[src/rtl/tcb_img_feeder_121.sv]
// tcb_img_feeder_121: byte-serial image loader and handshake driver for the
// 121-16-10 TCB MNIST classifier. It gathers N_PIX pixels into img_source,
// fires a one-cycle valid_top, waits for ready_top (or times out), and holds
// the prediction until the consumer takes it.
//
// Handshakes: a pixel moves on any rising edge where pix_valid && pix_ready.
// A result moves on any rising edge where result_valid && result_ready.
// Neither producer may withdraw data once it has raised valid. valid_top and
// ready_top are single-cycle pulses with no backpressure.
module tcb_img_feeder_121 #(
    parameter int N_PIX       = 121,
    parameter int PIX_W       = 8,
    parameter int RES_W       = 32,
    parameter int TIMEOUT_CYC = 4095
) (
    input  logic                   clk,
    input  logic                   rst,
    input  logic [PIX_W-1:0]       pix_data,
    input  logic                   pix_valid,
    input  logic                   pix_first,
    output logic                   pix_ready,
    output logic [N_PIX*PIX_W-1:0] img_source,
    output logic                   valid_top,
    input  logic                   ready_top,
    input  logic [RES_W-1:0]       number,
    output logic [RES_W-1:0]       result,
    output logic                   result_valid,
    input  logic                   result_ready,
    output logic                   timeout,
    output logic [15:0]            frames_done,
    output logic [1:0]             dbg_state
);

    localparam int K_W   = $clog2(N_PIX);
    localparam int CNT_W = $clog2(TIMEOUT_CYC);
    localparam logic [K_W-1:0]   K_LAST   = K_W'(N_PIX - 1);
    localparam logic [CNT_W-1:0] CNT_LAST = CNT_W'(TIMEOUT_CYC - 1);

    typedef enum logic [1:0] {
        S_LOAD   = 2'd0,
        S_FIRE   = 2'd1,
        S_WAIT   = 2'd2,
        S_REPORT = 2'd3
    } state_t;

    state_t                   state_q;
    logic [K_W-1:0]           k_q;
    logic [CNT_W-1:0]         wcnt_q;
    logic [N_PIX*PIX_W-1:0]   img_q;
    logic                     valid_top_q;
    logic [RES_W-1:0]         result_q;
    logic                     result_valid_q;
    logic                     timeout_q;
    logic [15:0]              frames_q;

    logic                     pix_xfer;
    logic [K_W-1:0]           wr_idx;

    // Pixel acceptance and write slot; pix_first always targets slot 0.
    always_comb begin
        pix_ready = (state_q == S_LOAD) && !rst;
        pix_xfer  = pix_valid && pix_ready;
        wr_idx    = pix_first ? '0 : k_q;
    end

    // Image register: only the addressed byte lane changes on a transfer.
    always_ff @(posedge clk) begin
        if (rst) begin
            img_q <= '0;
        end else if (pix_xfer) begin
            for (int i = 0; i < N_PIX; i++) begin
                if (wr_idx == K_W'(i)) begin
                    img_q[i*PIX_W +: PIX_W] <= pix_data;
                end
            end
        end
    end

    // Frame sequencer: load, start pulse, wait with timeout, report.
    always_ff @(posedge clk) begin
        if (rst) begin
            state_q        <= S_LOAD;
            k_q            <= '0;
            wcnt_q         <= '0;
            valid_top_q    <= 1'b0;
            result_q       <= '0;
            result_valid_q <= 1'b0;
            timeout_q      <= 1'b0;
            frames_q       <= '0;
        end else begin
            valid_top_q <= 1'b0;
            case (state_q)
                S_LOAD: begin
                    if (pix_xfer) begin
                        if (pix_first) begin
                            k_q <= K_W'(1);
                        end else if (k_q == K_LAST) begin
                            k_q         <= '0;
                            valid_top_q <= 1'b1;
                            state_q     <= S_FIRE;
                        end else begin
                            k_q <= k_q + 1'b1;
                        end
                    end
                end
                S_FIRE: begin
                    wcnt_q  <= '0;
                    state_q <= S_WAIT;
                end
                S_WAIT: begin
                    wcnt_q <= wcnt_q + 1'b1;
                    // A real answer beats a simultaneous timeout.
                    if (ready_top) begin
                        result_q       <= number;
                        timeout_q      <= 1'b0;
                        result_valid_q <= 1'b1;
                        state_q        <= S_REPORT;
                    end else if (wcnt_q == CNT_LAST) begin
                        result_q       <= '1;
                        timeout_q      <= 1'b1;
                        result_valid_q <= 1'b1;
                        state_q        <= S_REPORT;
                    end
                end
                S_REPORT: begin
                    if (result_ready) begin
                        frames_q       <= frames_q + 16'd1;
                        result_valid_q <= 1'b0;
                        state_q        <= S_LOAD;
                    end
                end
                default: state_q <= S_LOAD;
            endcase
        end
    end

    assign img_source   = img_q;
    assign valid_top    = valid_top_q;
    assign result       = result_q;
    assign result_valid = result_valid_q;
    assign timeout      = timeout_q;
    assign frames_done  = frames_q;
    assign dbg_state    = state_q;

endmodule

[config.mk]
export PLATFORM = sky130hd
export DESIGN_NAME = tcb_img_feeder_121
export DESIGN_NICKNAME = d
export VERILOG_FILES = /design/src/rtl/tcb_img_feeder_121.sv
export SDC_FILE = /design/constraint.sdc
export NUM_CORES = 2
export LEC_CHECK = 0
export CORE_AREA = 3 3 410 412
export DETAILED_ROUTE_END_ITERATION = 6
export DIE_AREA = 0 0 413 415
export PLACE_DENSITY = 0.55
export SYNTH_ARGS = -nofsm -noshare
export SYNTH_HDL_FRONTEND = slang
export SYNTH_SLANG_ARGS = --single-unit
[constraint.sdc]
create_clock -name clk -period 2.7 [get_ports clk]
set_input_delay 0.405 -clock clk [delete_from_list [all_inputs] [get_ports clk]]
set_output_delay 0.405 -clock clk [all_outputs]
set_load 0.005 [all_outputs]
==> impl_metrics.csv <==
group,metric,value,unit
run_status,outcome,"finished, final reports clean",
timing,min_period,2.43,ns
placed_design,place_congestion,0.830,
placed_design,dp_cells,7803,
drt,route.detailed.drc,0,
placed_design,io_buffer_count,1067,
timing,timing.fmax,411,MHz
power,powerDensity,567,mW/mm^2
placed_design,pre_cts_slack,-0.122,ns
final_layout,syn_to_final_growth,45.3,%
timing,fin_ws,0.270,ns
worst_setup_path,cp_slowest_cell,"nand4_1",
synthesis,synthArstFlopShare,0,%
synthesis,syn_inst,4914,
power,ir_worst_vdd,0.492,mV
timing,setup_viol,0,
worst_setup_path,r2r_start,"dbg_state[0]$_SDFFE_PP0P_",
worst_setup_path,path_max_fanout,17,
final_layout,fin_nets,5786,
drt,first_pass_iters,7,
clock_network,cts.root.buffer_cell,"clkbuf_16",
clock_network,tritoncts,"done",
final_layout,fin_cells,8020,
clock_network,ctsLongestPathBuffers,3,
worst_setup_path,path_class,"reg2reg",
synthesis,ys_warn_count,0,
placed_design,dp_hpwl,138,mm
clock_network,clkTransAtPathRegs,0.06,ns
final_layout,drive_gt1_share,8.62,%
worst_setup_path,reg2reg_depth,8,
timing,hold_slack,0.132,ns
worst_setup_path,crit_path_start,"dbg_state[0]$_SDFFE_PP0P_",
grt,grt_max_degree,180,
worst_setup_path,crit_family,"buffers and inverters",
worst_setup_path,crit_path_end_kind,"flop",
worst_setup_path,crit_arrival,3.00,ns
drt,wl_per_cell,26.5,um
floorplan,fp.dieH,415,um
timing,final_max_slew_viol_count,0,
drt,postRouteAntennaNets,0,
floorplan,die_x,413,um
synthesis,avgSynthCellArea,8.12,sq um
timing,slew_headroom,14.2,%
final_layout,mostFrequentLayoutCells,"clkdlybuf4s50_1 (1,056), dfxtp_1 (1,039), a21oi_1 (995)",
grt,gr-total-overflow,0,
clock_network,postCtsSetupRepairBufs,0,
power,leakagePower,0.0181,uW
worst_setup_path,path_cells,"inv_1 -> ha_2 -> nor4bb_4 -> buf_12 -> nand4_1 -> buf_4 -> o21ai_0 -> a21oi_1",
synthesis,ys_ff_latch,1040,
floorplan,start_util,24.2,%
floorplan,coreArea,0.165,sq mm
synthesis,synth_edf_count,0,
synthesis,ys.flop_type,"dfxtp_1",
min_path,hold_class,"in2reg",
power,p_total,32800,uW
grt,antenna_found_initial,17,
drt,via_per_inst,5.24,
worst_setup_path,crit_path_start_kind,"flop",
clock_network,numCtsBuffers,113,
drt,dr_total_vias,42100,
drt,drt_wl_total,212,mm
timing,skew,0.0484,ns
timing,worst_slew_pin_slew,1.27,ns
grt,track_usage,23.4,%
final_layout,final_common_cell,"clkdlybuf4s50_1",
worst_setup_path,worst-path-buf-inv,3,
synthesis,syn-num-nets,4969,
timing,fin_crit_sh,90.0,%
worst_setup_path,r2r-end,"img_source[484]$_SDFFE_PP0P_",
floorplan,die-area,0.171,sq mm
synthesis,netlist_area,0.0399,sq mm
drt,dr.first_iter.drc_count,4937,
worst_setup_path,regToRegSetupSlack,0.27,ns
clock_network,clock_latency,0.76,ns
grt,grt_pass1_wl,296,mm
floorplan,io_pins,1068,
worst_setup_path,crit_required,3.27,ns
floorplan,rows,149,
timing,timing.final.hold_violations,0,
timing,rsz0062_at_grt,"false",
clock_network,cts.sinks,1040,
synthesis,ys_seq_area_share,52.2,%
grt,first_global_vias,39400,
run,cap_violations,0,
worst_setup_path,cp_slowest_stage_delay,0.36,ns
timing,setup-tns-final,0,ns
synthesis,synthDistinctLibCells,55,
worst_setup_path,endpoint,"img_source[484]$_SDFFE_PP0P_",
clock_network,h-tree-depth,3,
worst_setup_path,path_depth,8,
==> registers in the layout, indices dropped and copies added, names as in the netlist, 2 cells and up <==
register     cells
dbg_state        2
frames_done     16
img_source     968
k_q              7
result          32
wcnt_q          12
==> cells by family after synthesis <==
kind of cell | synth area share (%)
AOI/OAI and AO/OA | 23.6
adders and majority gates | 0.282
muxes | 0.455
buffers and inverters | 6.59
xor gates and xnor gates | 0.483
and+or+nand+nor | 16.3
DFF | 52.2
==> layer usage <==
| layer | up-vias | routed length (um) | GRT usage, % |
|---|---|---|---|
| met4 | 0 | 11800 | 12.5 |
| met2 | 2218 | 98000 | 37.7 |
| met1 | 20500 | 83900 | 29.0 |
| met3 | 420 | 18500 | 5.37 |
| li1 | 19000 | - | - |
| met5 | - | 0 | 0 |
==> final cells by class <==
type	instances	area, sq um
antenna	7	17.5
fill	16900	107000
inverter	46	173
clock inverter	46	604
clock buffer	162	3280
tap	2189	2740
multi-input combinational	3222	16800
sequential	1040	20800
timing repair buffer	1308	13500
==> timing repair <==
action / CTS / global route
hold endpoints to repair: 6 / 0
hold buffers: 2 / 0
setup endpoints to repair: 1 / 0
gates resized for setup: 2 / 0
==> cell usage after synthesis, drive strengths merged (4+ instances only) <==
cell,n,area (sq um)
or4,4,30.0
o2111ai,22,199
nand2b,4,25.0
xnor2,10,87.6
mux2i,17,170
nand3,944,4720
ha,9,113
buf,167,810
xor2,12,105
or3,6,37.5
nor3,14,96.4
o21ai,825,4130
nand2,230,863
clkbuf,439,1650
inv,46,173
nand3b,4,42.5
a21oi,995,4980
nor4,10,126
dfxtp,1040,20800
nand4,13,81.3
nor2,60,265
nor2b,7,43.8
==> worst min-delay path, cell delays in order <==
cell     delay, ns
buf_6         0.25
nand2_1       0.12
a21oi_1       0.05
==> power by group <==
| part | internal, uW | switching (uW) |
|---|---|---|
| registers | 15400 | 11.9 |
| logic | 282 | 968 |
| clock network | 9350 | 6880 |
| total | 25000 | 7860 |
==> how the worst min path moves through the flow <==
stage	startpoint	cells past startpoint	endpoint
detailed placement	result[30]$_SDFFE_PP0P_	2	result[30]$_SDFFE_PP0P_
finish	pix_data[6]	3	img_source[254]$_SDFFE_PP0P_
CTS	pix_data[6]	3	img_source[254]$_SDFFE_PP0P_
floorplan	result[10]$_SDFFE_PP0P_	2	result[10]$_SDFFE_PP0P_
global placement	result[17]$_SDFFE_PP0P_	2	result[17]$_SDFFE_PP0P_
global route	pix_data[2]	3	img_source[762]$_SDFFE_PP0P_
==> metrics by stage <==
step | area (sq um) | utilization [%]
after floorplan | 39900 | -
after global placement | 54000 | 32.8
after detailed placement | 54000 | 32.8
after CTS | 57900 | 35.1
after global routing | 57900 | 35.1
final | 57900 | 35.2
Power figures use the tool's default switching activity.
